### config.mk
export PLATFORM = sky130hd
export DESIGN_NAME = fpu_exec_ctrl
export DESIGN_NICKNAME = d
export VERILOG_FILES = /design/src/rtl/fpu_pkg.sv /design/src/rtl/fpu_lat_counter.sv /design/src/rtl/fpu_exec_ctrl.sv
export SDC_FILE = /design/constraint.sdc
export NUM_CORES = 1
export LEC_CHECK = 0
export BUFFER_PORTS_ARGS = -buffer_cell sky130_fd_sc_hd__buf_2
export CAP_MARGIN = 10
export CORE_MARGIN = 4
export CORE_UTILIZATION = 45
export CTS_CLUSTER_SIZE = 8
export DETAILED_ROUTE_END_ITERATION = 16
export PLACE_DENSITY = 0.76
export SYNTH_ARGS = -nofsm -noshare
export SYNTH_HDL_FRONTEND = slang
export SYNTH_HIERARCHICAL = 1
export SYNTH_SLANG_ARGS = --single-unit
### constraint.sdc
create_clock -name clk -period 3.1 [get_ports clk]
set_clock_uncertainty 0.05 [all_clocks]
set_input_delay 0.93 -clock clk [delete_from_list [all_inputs] [get_ports clk]]
set_output_delay 0.93 -clock clk [all_outputs]
set_load 0.05 [all_outputs]
### src/rtl/fpu_pkg.sv
// Shared types and helpers for the FPU execute-stage controller.
package fpu_pkg;

    // Opcodes presented to the combinational FPU; 9..15 are illegal.
    typedef enum logic [3:0] {
        FADD   = 4'd0,
        FSUB   = 4'd1,
        FMUL   = 4'd2,
        FDIV   = 4'd3,
        FSGNJ  = 4'd4,
        FSGNJN = 4'd5,
        FEQ    = 4'd6,
        FLT    = 4'd7,
        FLE    = 4'd8
    } fpu_op_t;

    typedef enum logic [1:0] {
        StIdle = 2'd0,
        StExec = 2'd1,
        StDone = 2'd2
    } fsm_state_e;

    // Cycles from accept to result for a given opcode.
    function automatic logic [3:0] op_latency(
        input logic [3:0]  op,
        input int unsigned add_lat,
        input int unsigned mul_lat,
        input int unsigned div_lat
    );
        case (op)
            FADD, FSUB: return 4'(add_lat);
            FMUL:       return 4'(mul_lat);
            FDIV:       return 4'(div_lat);
            default:    return 4'd1;
        endcase
    endfunction

    function automatic logic op_is_legal(input logic [3:0] op);
        return op <= 4'(FLE);
    endfunction

    // Only the arithmetic ops can report overflow.
    function automatic logic op_is_arith(input logic [3:0] op);
        return op <= 4'(FDIV);
    endfunction

endpackage

### src/rtl/fpu_lat_counter.sv
// 4-bit latency down-counter: load, decrement to zero, zero flag.
module fpu_lat_counter (
    input  logic       clk,
    input  logic       rstn,
    input  logic       clr,
    input  logic       load,
    input  logic [3:0] load_val,
    input  logic       dec,
    output logic       zero
);

    logic [3:0] cnt_q;

    // Clear beats load beats decrement; the count saturates at zero.
    always_ff @(posedge clk or negedge rstn) begin
        if (!rstn) begin
            cnt_q <= 4'd0;
        end else if (clr) begin
            cnt_q <= 4'd0;
        end else if (load) begin
            cnt_q <= load_val;
        end else if (dec && (cnt_q != 4'd0)) begin
            cnt_q <= cnt_q - 4'd1;
        end
    end

    assign zero = (cnt_q == 4'd0);

endmodule

### src/rtl/fpu_exec_ctrl.sv
// FPU execute-stage controller: accepts one op, holds operands for the
// combinational FPU for a per-op latency, then presents the captured result.
// Optional feature: define FPU_STICKY_OVF_EN to build the sticky overflow flag.
module fpu_exec_ctrl
    import fpu_pkg::*;
#(
    parameter int unsigned ADD_LAT = 2,
    parameter int unsigned MUL_LAT = 2,
    parameter int unsigned DIV_LAT = 6
) (
    input  logic        clk,
    input  logic        rstn,
    input  logic        flush,
    input  logic        in_valid,
    output logic        in_ready,
    input  logic [3:0]  in_op,
    input  logic [4:0]  in_rd,
    input  logic [31:0] in_src1,
    input  logic [31:0] in_src2,
    output logic [31:0] fpu_src1,
    output logic [31:0] fpu_src2,
    output logic [3:0]  fpu_op,
    input  logic [31:0] fpu_result,
    input  logic        fpu_ovf,
    output logic        out_valid,
    input  logic        out_ready,
    output logic [4:0]  out_rd,
    output logic [31:0] out_data,
    output logic        out_ovf,
    output logic        busy,
    output logic        ovf_sticky,
    input  logic        ovf_clr
);

    localparam logic [1:0] IDLE = StIdle;
    localparam logic [1:0] EXEC = StExec;
    localparam logic [1:0] DONE = StDone;

    logic [1:0]  state_q, state_d;
    logic [3:0]  op_q;
    logic [4:0]  rd_q;
    logic [31:0] src1_q, src2_q;
    logic [31:0] data_q;
    logic        ovf_q;

    logic        accept;
    logic        handshake;
    logic        capture;
    logic        cnt_zero;
    logic [3:0]  load_val;
    logic        cap_ovf;

    // Flush blocks both accept and the output handshake in the same cycle.
    assign in_ready  = !flush && ((state_q == IDLE) || ((state_q == DONE) && out_ready));
    assign accept    = in_valid && in_ready;
    assign out_valid = (state_q == DONE) && !flush;
    assign handshake = out_valid && out_ready;
    assign capture   = (state_q == EXEC) && cnt_zero && !flush;
    assign load_val  = op_latency(in_op, ADD_LAT, MUL_LAT, DIV_LAT) - 4'd1;
    assign cap_ovf   = op_is_arith(op_q) && fpu_ovf;

    fpu_lat_counter u_lat_counter (
        .clk      (clk),
        .rstn     (rstn),
        .clr      (flush),
        .load     (accept),
        .load_val (load_val),
        .dec      (state_q == EXEC),
        .zero     (cnt_zero)
    );

    // Next-state: flush always returns to IDLE; DONE chains straight into
    // EXEC when a new op is taken on the handshake edge.
    always_comb begin
        state_d = state_q;
        if (flush) begin
            state_d = IDLE;
        end else begin
            case (state_q)
                IDLE: if (accept) state_d = EXEC;
                EXEC: if (cnt_zero) state_d = DONE;
                DONE: begin
                    if (accept) begin
                        state_d = EXEC;
                    end else if (handshake) begin
                        state_d = IDLE;
                    end
                end
                default: state_d = IDLE;
            endcase
        end
    end

    // State register.
    always_ff @(posedge clk or negedge rstn) begin
        if (!rstn) begin
            state_q <= IDLE;
        end else begin
            state_q <= state_d;
        end
    end

    // Operand capture on accept; these feed the FPU for the whole EXEC period.
    always_ff @(posedge clk or negedge rstn) begin
        if (!rstn) begin
            op_q   <= 4'd0;
            rd_q   <= 5'd0;
            src1_q <= 32'd0;
            src2_q <= 32'd0;
        end else if (accept) begin
            op_q   <= in_op;
            rd_q   <= in_rd;
            src1_q <= in_src1;
            src2_q <= in_src2;
        end
    end

    // Result capture at the end of EXEC; illegal ops yield zero.
    always_ff @(posedge clk or negedge rstn) begin
        if (!rstn) begin
            data_q <= 32'd0;
            ovf_q  <= 1'b0;
        end else if (capture) begin
            data_q <= op_is_legal(op_q) ? fpu_result : 32'd0;
            ovf_q  <= cap_ovf;
        end
    end

`ifdef FPU_STICKY_OVF_EN
    logic sticky_q;

    // Sticky overflow: set wins over clear; flush leaves it untouched.
    always_ff @(posedge clk or negedge rstn) begin
        if (!rstn) begin
            sticky_q <= 1'b0;
        end else if (capture && cap_ovf) begin
            sticky_q <= 1'b1;
        end else if (ovf_clr && !flush) begin
            sticky_q <= 1'b0;
        end
    end

    assign ovf_sticky = sticky_q;
`else
    logic unused_ovf_clr;
    assign unused_ovf_clr = ovf_clr;
    assign ovf_sticky     = 1'b0;
`endif

    assign fpu_op   = op_q;
    assign fpu_src1 = src1_q;
    assign fpu_src2 = src2_q;
    assign out_rd   = rd_q;
    assign out_data = data_q;
    assign out_ovf  = ovf_q;
    assign busy     = (state_q != IDLE);

endmodule

==> results.sh, run 1 <==
export IMPL_insertion_delay_ns=0.36
export IMPL_p_per_area_nw_per_um2=951
export IMPL_fill_cells=884
export IMPL_area_delta_synth_final_pct=28.3
export IMPL_critPathRequiredTime_ns=2.12
export IMPL_grt_use_total=0.184
export IMPL_max_freq_mhz=375
export IMPL_finalHoldViolations=0
export IMPL_run_status="complete, no violations"
export IMPL_drive_gt1_frac=0.567
export IMPL_first_iter_violations=185
export IMPL_switching_share=0.479
export IMPL_dp_hpwl_um=8770
export IMPL_tritoncts="built"
export IMPL_yosysSeqAreaShare=0.578
export IMPL_yosys_cell_count_top_type="dfrtp_1"
export IMPL_path_clk_slew_ns=0.10
export IMPL_numClockSinks=112
export IMPL_avgViaCountPerCell=4.84
export IMPL_grt_max_degree=67
export IMPL_synth_area_per_cell_um2=13.9
export IMPL_fin_crit_sh=0.860
export IMPL_postCtsSetupBuffers=0
export IMPL_wl_um=11600
export IMPL_htreeDepth=3
export IMPL_p_int_mw=3.08
export IMPL_clock_path_buffers=2
export IMPL_worst_pin_slew_ns=0.755
export IMPL_hp_class="reg -> reg"
export IMPL_seq_power_share=0.361
export IMPL_finalMaxSlewViolations=0
export IMPL_syn_area_um2=4850
export IMPL_fin_ws_ns=0.435
export IMPL_synth_area_leader_cell="dfrtp_1"
export IMPL_fin_crit_ns=2.67
export IMPL_ys_types=40
export IMPL_clockPowerShare=0.151
export IMPL_r2r_slack_ns=0.86
export IMPL_p_sw_mw=2.83
export IMPL_critPathMaxFanout=11
export IMPL_dieArea_um2=12500
export IMPL_slew_headroom=0.496
export IMPL_dp_slack_ns=0.427
export IMPL_die_x_um=112
export IMPL_rows=37
export IMPL_rsz0062_at_grt="false"
export IMPL_holdWs_ns=0.433
export IMPL_numCtsBuffers=9
export IMPL_synth_common_cells="112 x dfrtp_1, 69 x mux2_4, 68 x nand2_1, 18 x o21ai_0, 15 x o21ai_1"
export IMPL_wl_per_cell_um=16.3
export IMPL_grt_pass1_vias=3685
export IMPL_grt_pass1_wl_um=18700
export IMPL_drc=0
export IMPL_cp_end_kind="output port"
export IMPL_io_pins=222
export IMPL_ys_top_cells_by_area="dfrtp_1 58%, mux2_4 21%, nand2_1 5.3%, buf_12 2.9%, o21ai_0 1.9%"
export IMPL_first_pass_iters=4
export IMPL_timing_setup_tns_ns=0
export IMPL_max_cap_viol_count=0
export IMPL_antenna_found_initial=1
export IMPL_worst_ep_arrival_time_ns=1.69
export IMPL_cp_start_kind="input port"
export IMPL_fin_nets=682
export IMPL_cts_repair_resized=0
export IMPL_cts_root_buf="clkbuf_8"
export IMPL_setup_viol=0
export IMPL_vias=3437
export IMPL_combinationalPowerShare=0.488
export IMPL_ys_warn_count=6
export IMPL_core_area_um2=10400
export IMPL_cts_hold_buf=0
export IMPL_synth_async_reset_ratio=1.00
export IMPL_p_leak_nw=3.24
export IMPL_gp_congestion=0.849
export IMPL_yosys_area_top_type_share=0.578
export IMPL_synth_edf_count=0
export IMPL_die_h_um=112
export IMPL_p_total_mw=5.91
export IMPL_netlist_instances=348
export IMPL_worst_setup_path_type="in -> out"
export IMPL_ys_flop_type="dfrtp_1"
export IMPL_portBuffers=219
export IMPL_ir_worst_vdd_v=0.000485
export IMPL_initial_utilization=0.465
export IMPL_yosys_register_bits=112
export IMPL_drtAntennaViolNets=0
export IMPL_overflow=0
per-layer routing:
metal / GRT usage / wire (um)
met5: 0 / 0
met3: 0.0359 / 750
met2: 0.317 / 5990
met1: 0.222 / 4540
met4: 0.0835 / 312
layout make-up:
cell class,count,area (um2),area share
Clock inverter,5,65.1,0.0105
Antenna cell,1,2.50,0.000403
Tap cell,136,170,0.0274
Sequential cell,112,2800,0.451
Timing Repair Buffer,226,1190,0.191
Clock buffer,11,141,0.0227
Inverter,6,30.0,0.00483
Multi-Input combinational cell,213,1820,0.292
cells in the final DEF, fill, tap and decap left out, drive strengths merged, types with 2 or more instances in the layout:
cell      count
ha            2
inv           7
conb          3
nand2        68
nor2          8
mux2         73
dfrtp       112
clkinvlp      2
nor3          2
buf         226
clkbuf       11
o21ai        33
nand3         3
state kept, by name (all words and copies together) (netlist names):
register             flops
out_rd                   5
u_lat_counter/cnt_q      4
fpu_src2                32
out_ovf                  1
state_q                  2
fpu_op                   4
out_data                32
fpu_src1                32
critical path, cell delays in order:
cell,delay (ns)
buf_2,0.18
nor2_2,0.16
and2_2,0.15
buf_2,0.26
stage by stage:
step	cell area [um2]	utilization	cells
global route	6220	0.597	710
floorplan	4850	-	350
CTS	6210	0.597	709
finish	6220	0.597	710
detailed placement	6010	0.577	693
global placement	6010	0.577	693
path summary, 6_finish.rpt:
| kind | from | to | depth (start not counted) |
|---|---|---|---|
| worst max-delay path | flush | out_valid | 4 |
| min in group asynchronous | rstn | fpu_src2[27] | 1 |
| max in group asynchronous | rstn | fpu_src1[10] | 2 |
| worst max register to register | u_lat_counter/cnt_q[1] | out_data[23] | 8 |
| worst min register to register | out_data[10] | out_data[10] | 2 |
| worst min-delay path | out_data[10] | out_data[10] | 2 |
power groups by stage:
stage | clock network (mW) | logic (mW) | registers [mW]
global route | 0.982 | 3.02 | 2.20
detailed placement | 0 | 2.91 | 2.16
CTS | 0.924 | 2.91 | 2.14
floorplan | 0 | 0.724 | 3.63
global placement | 0 | 2.86 | 2.13
finish | 0.896 | 2.89 | 2.13
cell families (layout without fill, tap and decap cells):
family / after synthesis / count (layout) / synth area share
other cells: 1 / 4 / 0.000774
simple gates: 92 / 92 / 0.0850
buf+inv: 25 / 248 / 0.0496
compound gates: 42 / 42 / 0.0560
flops: 112 / 112 / 0.578
fa+ha+maj: 2 / 2 / 0.00516
mux: 74 / 74 / 0.225
Note: power is estimated with default switching activity, not from simulation.
==> run 2: changes to the inputs <==
Settings changed: CORE_MARGIN 4 to 1.5, PLACE_DENSITY 0.76 to 0.79.
==> results.sh, run 2 (synthesis results as in run 1) <==
export IMPL_cts_repair_resized=0
export IMPL_finalHoldViolations=0
export IMPL_rows=37
export IMPL_core_area_um2=10400
export IMPL_cp_start_kind="input port"
export IMPL_crit_chain="buf_2, nor2_2, and2_2, buf_2"
export IMPL_grt_use_total=0.197
export IMPL_dieArea_um2=11400
export IMPL_max_freq_mhz=372
export IMPL_p_per_area_nw_per_um2=960
export IMPL_cp_top_family="buffers and inverters"
export IMPL_p_leak_nw=3.26
export IMPL_cp_end_kind="output port"
export IMPL_max_cap_viol_count=0
export IMPL_crit_path_end="out_valid"
export IMPL_drive_gt1_frac=0.569
export IMPL_avgViaCountPerCell=4.82
export IMPL_fin_crit_ns=2.68
export IMPL_worst_ep_arrival_time_ns=1.70
export IMPL_drc=0
export IMPL_cts_root_buf="clkbuf_8"
export IMPL_numClockSinks=112
export IMPL_overflow=0
export IMPL_grt_pass1_wl_um=17300
export IMPL_rsz0062_at_grt="false"
export IMPL_seq_area_um2=2800
export IMPL_worst_pin_slew_ns=0.707
export IMPL_drtAntennaViolNets=0
export IMPL_slew_headroom=0.529
export IMPL_timing_setup_tns_ns=0
export IMPL_insertion_delay_ns=0.38
export IMPL_io_pins=222
export IMPL_portBuffers=219
export IMPL_ir_worst_vdd_v=0.000568
export IMPL_antenna_found_initial=0
export IMPL_setup_viol=0
export IMPL_r2r_start="u_lat_counter/cnt_q[1]"
export IMPL_final_common_cell="buf_2"
export IMPL_crit_slowest_cell="buf_2"
export IMPL_area_delta_synth_final_pct=28.7
export IMPL_crit_start="flush"
export IMPL_numCtsBuffers=9
export IMPL_tritoncts="built"
export IMPL_critPathMaxFanout=11
export IMPL_first_pass_iters=4
export IMPL_fill_cells=853
export IMPL_postCtsSetupBuffers=0
export IMPL_clock_path_buffers=2
export IMPL_grt_max_degree=67
export IMPL_initial_utilization=0.467
export IMPL_min_path_cells=2
export IMPL_slowest_delay_ns=0.26
export IMPL_multi_input_area_um2=1820
export IMPL_fin_nets=682
export IMPL_fin_crit_sh=0.866
export IMPL_run_status="complete, no violations"
export IMPL_diodes=0
export IMPL_die_x_um=107
export IMPL_r2r_end="out_data[31]"
export IMPL_reg2regPathDepth=8
export IMPL_final_cell_mix="218 x buf_2, 112 x dfrtp_1, 69 x mux2_4"
export IMPL_worst_setup_path_type="in -> out"
export IMPL_dp_hpwl_um=8170
export IMPL_gp_congestion=0.770
export IMPL_hp_class="reg -> reg"
export IMPL_cts_hold_buf=0
export IMPL_critPathRequiredTime_ns=2.12
export IMPL_grt_pass1_vias=3486
export IMPL_wl_per_cell_um=15.6
export IMPL_final_util=0.601
export IMPL_first_iter_violations=174
export IMPL_htreeDepth=3
export IMPL_path_clk_slew_ns=0.10
export IMPL_finalMaxSlewViolations=0
export IMPL_cp_depth=4
export IMPL_die_h_um=107
export IMPL_wl_um=11000
export IMPL_cp_common_cell="buf_2"
export IMPL_cp_num_buf_inv=2
export IMPL_r2r_slack_ns=0.88
export IMPL_vias=3420
## run 2: final cells by class
| type | instances | share of cell area |
|---|---|---|
| Clock inverter | 6 | 0.0146 |
| Multi-Input combinational cell | 213 | 0.291 |
| Sequential cell | 112 | 0.449 |
| Inverter | 6 | 0.00482 |
| Timing Repair Buffer | 226 | 0.191 |
| Clock buffer | 10 | 0.0221 |
| Tap cell | 136 | 0.0273 |
## run 2: where the power goes
part	internal, mW	switching (mW)	total [mW]
Clock	0.482	0.495	0.977
Combinational	0.792	2.08	2.88
Sequential	1.89	0.247	2.13
## run 2: how the worst min path moves through the flow
stage / from / endpoint
5_1_grt: out_data[3] / out_data[3]
4_1_cts: out_data[0] / out_data[0]
3_3_place_gp: out_data[11] / out_data[11]
6_report: out_data[0] / out_data[0]
3_5_place_dp: out_data[0] / out_data[0]
2_1_floorplan: state_q[1] / state_q[0]
## run 2: per-stage QoR
step | instance area (um2) | total power [mW] | setup WS (ns) | std cells | hold WS [ns]
floorplan | 4850 | 4.35 | 0.105 | 350 | 0.468
global placement | 6010 | 4.98 | 0.446 | 693 | 0.411
detailed placement | 6010 | 5.05 | 0.413 | 693 | 0.416
CTS | 6240 | 6.05 | 0.414 | 709 | 0.439
global route | 6240 | 6.27 | 0.375 | 709 | 0.464
finish | 6240 | 5.98 | 0.415 | 709 | 0.436
## run 2: layer usage
layer | global-route usage | vias to the layer above | part of all wire | wire (um)
met5 | 0 | - | 0 | 0
met4 | 0.0733 | 0 | 0.020 | 220
met3 | 0.0596 | 22 | 0.058 | 638
met2 | 0.341 | 125 | 0.53 | 5830
met1 | 0.229 | 1655 | 0.39 | 4360
li1 | - | 1618 | - | -
## run 2: worst register-to-register path: stages, from the launching register on
cell	delay [ns]
dfrtp_1	0.40
inv_1	0.14
ha_1	0.18
or3b_1	0.48
inv_1	0.16
nand4bb_2	0.11
buf_4	0.31
nand2_1	0.15
o21ai_0	0.10
